<file path="src/rtl/jtag_pkg.sv">
// Shared JTAG definitions: standard 1149.1 TAP state codes, instruction opcodes
// and the default instruction-register width.
package jtag_pkg;

    localparam int IR_WIDTH_DEF = 4;

    typedef enum logic [3:0] {
        EXIT2_DR   = 4'h0,
        EXIT1_DR   = 4'h1,
        SHIFT_DR   = 4'h2,
        PAUSE_DR   = 4'h3,
        SELECT_IR  = 4'h4,
        UPDATE_DR  = 4'h5,
        CAPTURE_DR = 4'h6,
        SELECT_DR  = 4'h7,
        EXIT2_IR   = 4'h8,
        EXIT1_IR   = 4'h9,
        SHIFT_IR   = 4'hA,
        PAUSE_IR   = 4'hB,
        RTI        = 4'hC,
        UPDATE_IR  = 4'hD,
        CAPTURE_IR = 4'hE,
        TLR        = 4'hF
    } tap_state_e;

    localparam logic [3:0] OP_EXTEST   = 4'h0;
    localparam logic [3:0] OP_IDCODE   = 4'h1;
    localparam logic [3:0] OP_SAMPLE   = 4'h2;
    localparam logic [3:0] OP_INTEST   = 4'h3;
    localparam logic [3:0] OP_USERCODE = 4'h4;
    localparam logic [3:0] OP_BYPASS   = 4'hF;

endpackage

</file>
<file path="src/rtl/tap_fsm.sv">
// 16-state IEEE 1149.1 TAP state machine: state register and TMS next-state
// logic only; the next state is exported so the IR can act on entry to TLR.
module tap_fsm
    import jtag_pkg::*;
(
    input  logic       TCK,
    input  logic       TRST_N,
    input  logic       TMS,
    output logic [3:0] STATE,
    output logic [3:0] NEXT_STATE
);

    tap_state_e r_state;
    tap_state_e w_next;

    // NOTE: sequential state uses non-blocking assignments so every register sees pre-edge values.
    always_ff @(posedge TCK or negedge TRST_N) begin
        if (!TRST_N) r_state <= TLR;
        else         r_state <= w_next;
    end

    // NOTE: w_next gets a default before the case so no latch can be inferred.
    always_comb begin
        w_next = r_state;
        unique case (r_state)
            TLR:        w_next = TMS ? TLR       : RTI;
            RTI:        w_next = TMS ? SELECT_DR : RTI;
            SELECT_DR:  w_next = TMS ? SELECT_IR : CAPTURE_DR;
            CAPTURE_DR: w_next = TMS ? EXIT1_DR  : SHIFT_DR;
            SHIFT_DR:   w_next = TMS ? EXIT1_DR  : SHIFT_DR;
            EXIT1_DR:   w_next = TMS ? UPDATE_DR : PAUSE_DR;
            PAUSE_DR:   w_next = TMS ? EXIT2_DR  : PAUSE_DR;
            EXIT2_DR:   w_next = TMS ? UPDATE_DR : SHIFT_DR;
            UPDATE_DR:  w_next = TMS ? SELECT_DR : RTI;
            SELECT_IR:  w_next = TMS ? TLR       : CAPTURE_IR;
            CAPTURE_IR: w_next = TMS ? EXIT1_IR  : SHIFT_IR;
            SHIFT_IR:   w_next = TMS ? EXIT1_IR  : SHIFT_IR;
            EXIT1_IR:   w_next = TMS ? UPDATE_IR : PAUSE_IR;
            PAUSE_IR:   w_next = TMS ? EXIT2_IR  : PAUSE_IR;
            EXIT2_IR:   w_next = TMS ? UPDATE_IR : SHIFT_IR;
            UPDATE_IR:  w_next = TMS ? SELECT_DR : RTI;
        endcase
    end

    always_comb begin
        STATE      = r_state;
        NEXT_STATE = w_next;
    end

endmodule

</file>
<file path="src/rtl/tap_ctrl.sv">
// TAP controller: instruction register, opcode decode, DR strobes and TDO mux.
// Define TAP_BYPASS_EN to include the 1-bit bypass register.
module tap_ctrl
    import jtag_pkg::*;
#(
    parameter int                  IR_WIDTH   = IR_WIDTH_DEF,
    parameter logic [IR_WIDTH-1:0] IR_CAPTURE = IR_WIDTH'(4'b0101),
    parameter logic [IR_WIDTH-1:0] IR_RESET   = IR_WIDTH'(4'h1)
) (
    input  logic       TCK,
    input  logic       TRST_N,
    input  logic       TMS,
    input  logic       TDI,
    input  logic       ID_REG_TDO,
    input  logic       BSR_TDO,
    output logic       TDO,
    output logic       TDO_EN,
    output logic       CAPTUREDR,
    output logic       SHIFTDR,
    output logic       UPDATEDR,
    output logic       IDCODE_SELECT,
    output logic       SAMPLE_SELECT,
    output logic       EXTEST_SELECT,
    output logic       INTEST_SELECT,
    output logic       USERCODE_SELECT,
    output logic [3:0] STATE
);

    logic [3:0]          w_state;
    logic [3:0]          w_next;
    logic [IR_WIDTH-1:0] r_ir_sh;
    logic [IR_WIDTH-1:0] r_ir;
    logic                r_ir_tdo;
    logic                r_shift_ir;
    logic                r_shift_dr;
    logic                w_byp_tdo;
    logic                w_bsr_sel;

    tap_fsm u_fsm (
        .TCK        (TCK),
        .TRST_N     (TRST_N),
        .TMS        (TMS),
        .STATE      (w_state),
        .NEXT_STATE (w_next)
    );

    assign STATE = w_state;

    always_ff @(posedge TCK or negedge TRST_N) begin
        if (!TRST_N) begin
            r_ir_sh <= IR_CAPTURE;
        end else if (w_state == CAPTURE_IR) begin
            r_ir_sh <= IR_CAPTURE;
        end else if (w_state == SHIFT_IR) begin
            r_ir_sh <= {TDI, r_ir_sh[IR_WIDTH-1:1]};
        end
    end

    // Only TLR and Select-IR can enter TLR, never Update-IR, so the priority is moot.
    always_ff @(posedge TCK or negedge TRST_N) begin
        if (!TRST_N) begin
            r_ir <= IR_RESET;
        end else if (w_next == TLR) begin
            r_ir <= IR_RESET;
        end else if (w_state == UPDATE_IR) begin
            r_ir <= r_ir_sh;
        end
    end

    always_comb begin
        CAPTUREDR = (w_state == CAPTURE_DR);
        SHIFTDR   = (w_state == SHIFT_DR);
        UPDATEDR  = (w_state == UPDATE_DR);
    end

    always_comb begin
        IDCODE_SELECT   = (r_ir == IR_WIDTH'(OP_IDCODE));
        SAMPLE_SELECT   = (r_ir == IR_WIDTH'(OP_SAMPLE));
        EXTEST_SELECT   = (r_ir == IR_WIDTH'(OP_EXTEST));
        INTEST_SELECT   = (r_ir == IR_WIDTH'(OP_INTEST));
        USERCODE_SELECT = (r_ir == IR_WIDTH'(OP_USERCODE));
        w_bsr_sel       = SAMPLE_SELECT | EXTEST_SELECT | INTEST_SELECT | USERCODE_SELECT;
    end

    // Falling-edge stage so TDO changes half a cycle away from the TDI/TMS sample edge.
    always_ff @(negedge TCK or negedge TRST_N) begin
        if (!TRST_N) begin
            r_ir_tdo   <= 1'b0;
            r_shift_ir <= 1'b0;
            r_shift_dr <= 1'b0;
        end else begin
            r_ir_tdo   <= r_ir_sh[0];
            r_shift_ir <= (w_state == SHIFT_IR);
            r_shift_dr <= (w_state == SHIFT_DR);
        end
    end

`ifdef TAP_BYPASS_EN
    logic r_byp;
    logic r_byp_tdo;

    always_ff @(posedge TCK or negedge TRST_N) begin
        if (!TRST_N)                    r_byp <= 1'b0;
        else if (w_state == CAPTURE_DR) r_byp <= 1'b0;
        else if (w_state == SHIFT_DR)   r_byp <= TDI;
    end

    always_ff @(negedge TCK or negedge TRST_N) begin
        if (!TRST_N) r_byp_tdo <= 1'b0;
        else         r_byp_tdo <= r_byp;
    end

    assign w_byp_tdo = r_byp_tdo;
`else
    assign w_byp_tdo = 1'b0;
`endif

    always_comb begin
        TDO_EN = r_shift_ir | r_shift_dr;
        TDO    = 1'b0;
        if (r_shift_ir) begin
            TDO = r_ir_tdo;
        end else if (r_shift_dr) begin
            if (IDCODE_SELECT)  TDO = ID_REG_TDO;
            else if (w_bsr_sel) TDO = BSR_TDO;
            else                TDO = w_byp_tdo;
        end
    end

endmodule

</file>
<file path="config.mk">
export PLATFORM = sky130hd
export DESIGN_NAME = tap_ctrl
export DESIGN_NICKNAME = d
export VERILOG_FILES = /design/src/rtl/jtag_pkg.sv /design/src/rtl/tap_fsm.sv /design/src/rtl/tap_ctrl.sv
export SDC_FILE = /design/constraint.sdc
export NUM_CORES = 1
export LEC_CHECK = 0
export BUFFER_PORTS_ARGS = -buffer_cell sky130_fd_sc_hd__buf_2
export CAP_MARGIN = 20
export CELL_PAD_IN_SITES_DETAIL_PLACEMENT = 1
export CELL_PAD_IN_SITES_GLOBAL_PLACEMENT = 2
export CORE_ASPECT_RATIO = 0.9
export CORE_MARGIN = 4
export CORE_UTILIZATION = 31
export DETAILED_ROUTE_END_ITERATION = 6
export GPL_TIMING_DRIVEN = 0
export HOLD_SLACK_MARGIN = 0.1
export MAX_ROUTING_LAYER = met4
export PLACE_DENSITY = 0.83
export SETUP_SLACK_MARGIN = 0.1
export SLEW_MARGIN = 0
export SYNTH_ARGS = -nofsm -noshare
export SYNTH_HDL_FRONTEND = slang
export SYNTH_SLANG_ARGS = --single-unit
</file>
<file path="constraint.sdc">
create_clock -name TCK -period 1.8 [get_ports TCK]
set_clock_uncertainty 0.1 [all_clocks]
set_input_delay 0.27 -clock TCK [delete_from_list [all_inputs] [get_ports TCK]]
set_output_delay 0.27 -clock TCK [all_outputs]
set_load 0.02 [all_outputs]
</file>
After elaboration in Yosys (flattened, before gate mapping)
Index checks and enable logic that the tools add are counted.
{"block": "word_totals", "reg_bits": 15, "out_inout_bits": 14}
{"block": "classes", "n_mux": 21, "reduce_logical": 7, "bitwise_logic": 4, "eq_ne": 20}
{"op": "4-bit case mux with 12 select lines", "n": 1}
{"op": "4-bit == test (second input constant)", "n": 9}
{"op": "4-bit by 3-bit == test with 1-bit output (second input constant)", "n": 5}
{"op": "4-bit 2-to-1 mux", "n": 5}
{"op": "4-bit by 2-bit == test with 1-bit output (second input constant)", "n": 4}
{"op": "2-bit 2-to-1 mux", "n": 6}
{"op": "3-bit 2-to-1 mux", "n": 4}
{"op": "4-bit by 1-bit == test with 1-bit output (second input constant)", "n": 2}
{"op": "4-bit zero test", "n": 2}
{"op": "1-bit 2-to-1 mux", "n": 5}
{"op": "1-bit bitwise OR", "n": 4}
{"op": "2-bit nonzero test", "n": 2}
{"op": "2-bit OR reduction", "n": 2}
{"op": "3-bit OR reduction", "n": 1}

Logic depth before layout (Yosys ltp)
{"block": "depth", "ltp_word": 8, "ltp_mapped": 4}

Modules after synthesis
From an unflattened synthesis, not the netlist that was laid out.
{"block": "unflattened", "hier_cells": 74, "area_unflattened_um2": 763.2}
{"module": "tap_ctrl", "seq_area_each_um2": 279.0, "area_each_um2": 565.5, "instances": 1, "cells_per_inst": 55}
{"module": "tap_fsm", "seq_area_each_um2": 105.1, "area_each_um2": 197.7, "instances": 1, "cells_per_inst": 19}

==> impl_metrics.csv <==
group,metric,value,unit
cells_and_area,nNetsFinal,128,
clocking,clockBufferDepth,2,
critical_path,crit_required,1.43,ns
logic_synthesis,syn_area_per_cell,9.80,um^2
hold_path,hold_class,"in -> reg",
timing,setup_violations,6,
timing,hold_viol,0,
power_and_ir_drop,power_density,1840,mW/mm^2
logic_synthesis,synth_xor_area_frac,0,
timing,finalWorstSetupSlack,-0.656,ns
detailed_routing,drt-pass1-iter-count,4,
critical_path,cp_slowest_stage_delay,0.46,ns
place,numPortBuffers,19,
logic_synthesis,synth_top_cell_area_share,0.229,
logic_synthesis,synth-compound-area-share,0.143,
logic_synthesis,async_reset_ff_frac,1.00,
logic_synthesis,synth_mux_area_frac,0.0374,
timing,maxSlewViolCount,0,
logic_synthesis,ys_top_cells_by_area,"dfstp_2, dfrtp_1, dfrtn_1",
logic_synthesis,yosys_warnings,0,
floorplan,dieArea,0.00347,mm^2
detailed_routing,num_vias,770,
power_and_ir_drop,p_total,2.26,mW
cells_and_area,final-seq-area,388,um^2
logic_synthesis,ys_types,30,
logic_synthesis,ys_seq_area_frac,0.478,
place,gp_congestion,0.779,
power_and_ir_drop,p_leak,0.593,nW
critical_path,critical_path.endpoint_type,"primary output",
cells_and_area,final_common_cell,"buf_2",
cells_and_area,syn_to_final_growth,52.6,%
critical_path,critPathLaunchType,"register",
floorplan,top_level_ports,20,
cells_and_area,multi_input_area,458,um^2
critical_path,path_max_fanout,3,
detailed_routing,routed_wl,2350,um
detailed_routing,routed_via_density,5.17,
grt,grt_pass1_wl,3640,um
detailed_routing,routedWlPerCell,15.7,um
clocking,root_buffer,"clkbuf_4",
logic_synthesis,synth.net_count,88,
clocking,cts_buffers,3,
run,maxCapViolations,0,
floorplan,die_y,56.3,um
power_and_ir_drop,ir_drop,0.000795,V
logic_synthesis,yosys_register_bits,15,
clocking,clk_pin_slew,0.08,ns
status,violations,"negative setup slack",
detailed_routing,drc_errors,0,
clocking,htreeDepth,1,
grt,grt_max_degree,16,
timing,hold_ws,0.136,ns
grt,track_usage,0.144,
timing,worst_pin_slew,0.340,ns
floorplan,core_area,0.00247,mm^2
critical_path,critPathSlowestCell,"dfrtn_1",
grt,antenna_found_initial,0,
floorplan,start_util,0.326,
detailed_routing,postRouteAntennaNets,0,
timing,setup_tns,-1.77,ns
logic_synthesis,synth_fa_ha_area_frac,0,
logic_synthesis,synth_area,803,um^2
cells_and_area,fill_cells,291,
place,dp_hpwl,1430,um
critical_path,crit_chain,"nand2_2 > o21ai_2 > a2bb2oi_2 > buf_6",
cells_and_area,final_cell_mix,"buf_2, buf_4, buf_6",
logic_synthesis,synth_edf_count,0,
detailed_routing,drt_first_iter_violations,26,
floorplan,die_w,61.7,um
critical_path,cp.arrival,2.09,ns
logic_synthesis,yosys.area_share.simple,0.291,
logic_synthesis,synth_area_leader_cell,"dfstp_2",
timing,rsz0062_at_grt,"yes",
logic_synthesis,synth_top_family_by_area,"simple AND/OR/NAND/NOR gates",
clocking,cts_tree,"yes",
logic_synthesis,ys.flop_type,"dfstp_2",
grt,grt_remaining_overflow,0,
floorplan,rows,17,
timing,relSlewSlack,0.774,
cells_and_area,n_antenna_cell,0,
clocking,cts_sinks,15,
cells_and_area,drive_gt1_frac,0.545,
status,outcome,"complete, but fails checks",
grt,grt_pass1_vias,778,
logic_synthesis,netlist_instances,82,
critical_path,crit_type,"reg -> out",
clocking,clock_latency,0.30,ns
-- critical path, delay by kind of cell, from the launching register on --
family | cells | cell delay [ns]
compound gates | 2 | 0.21
buf+inv | 1 | 0.13
flops | 1 | 0.46
simple gates | 1 | 0.08
-- kinds of logic after synthesis --
kind of cell,after synthesis
and+or+nand+nor,39
AOI/OAI and AO/OA,17
DFF,15
buffers and inverters,8
muxes,3
-- Yosys cell counts, types with 3 or more instances --
cell / number
dfrtn_1: 3
nand2b_1: 6
nor4b_1: 3
dfrtp_1: 5
nand3_1: 3
mux2i_1: 3
nor2_1: 8
o21ai_0: 5
dfstp_2: 7
nor3b_1: 3
a21oi_1: 5
inv_1: 4
nand2_1: 7
-- repair_timing --
item | in CTS | in global routing
resized for setup | 15 | 15
pin swaps | 2 | 3
hold buffers | 1 | 0
buffers inserted | 11 | 6
hold endpoints to repair | 12 | 0
setup endpoints to repair | 8 | 12
-- path summary, 6_finish.rpt --
kind,start,to,slack (ns),cells past startpoint
min in group asynchronous,TRST_N,r_ir_sh[1],0.31,2
min reg2reg,r_ir_sh[0],r_ir_sh[0],0.39,2
max reg2reg,u_fsm.STATE[0],r_shift_dr,-0.22,3
min,TDI,r_ir_sh[3],0.14,3
max in group asynchronous,TRST_N,r_ir_tdo,0.24,2
max,r_shift_ir,TDO,-0.66,4
-- where the power goes --
group	switching, mW	leakage, nW	internal [mW]
clock	0.118	0.0150	0.0864
sequential	0.166	0.174	0.537
combinational	0.673	0.404	0.679
-- area by class of cell --
| cell class | instances | share of cell area |
|---|---|---|
| Sequential cell | 15 | 0.316 |
| Tap cell | 28 | 0.0286 |
| Inverter | 4 | 0.0122 |
| Clock buffer | 4 | 0.0214 |
| Timing Repair Buffer | 35 | 0.209 |
| Multi-Input combinational cell | 59 | 0.373 |
| Buffer | 4 | 0.0388 |
-- sequential cells by signal, indices dropped and copies added, names as in the netlist --
register and count:
r_shift_ir 1, r_shift_dr 1, r_ir_tdo 1, r_ir 4
r_ir_sh 4, u_fsm.STATE 4
-- per-layer routing --
layer / vias to the layer above / share of wire / GRT usage
met5: - / 0 / -
met4: 0 / 0.018 / 0.0545
met3: 5 / 0.041 / 0.0207
met2: 20 / 0.54 / 0.239
met1: 374 / 0.40 / 0.171
li1: 371 / - / -
-- through the flow --
| step | instance area, um^2 | instances | setup WS (ns) | util |
|---|---|---|---|---|
| global route | 1230 | 149 | -0.727 | 0.497 |
| global placement | 962 | 129 | -0.382 | 0.390 |
| CTS | 1130 | 144 | -0.690 | 0.458 |
| detailed placement | 962 | 129 | -0.415 | 0.390 |
| floorplan | 832 | 82 | -0.360 | - |
| finish | 1230 | 149 | -0.656 | 0.497 |
Note: power is estimated with default switching activity, not from simulation.
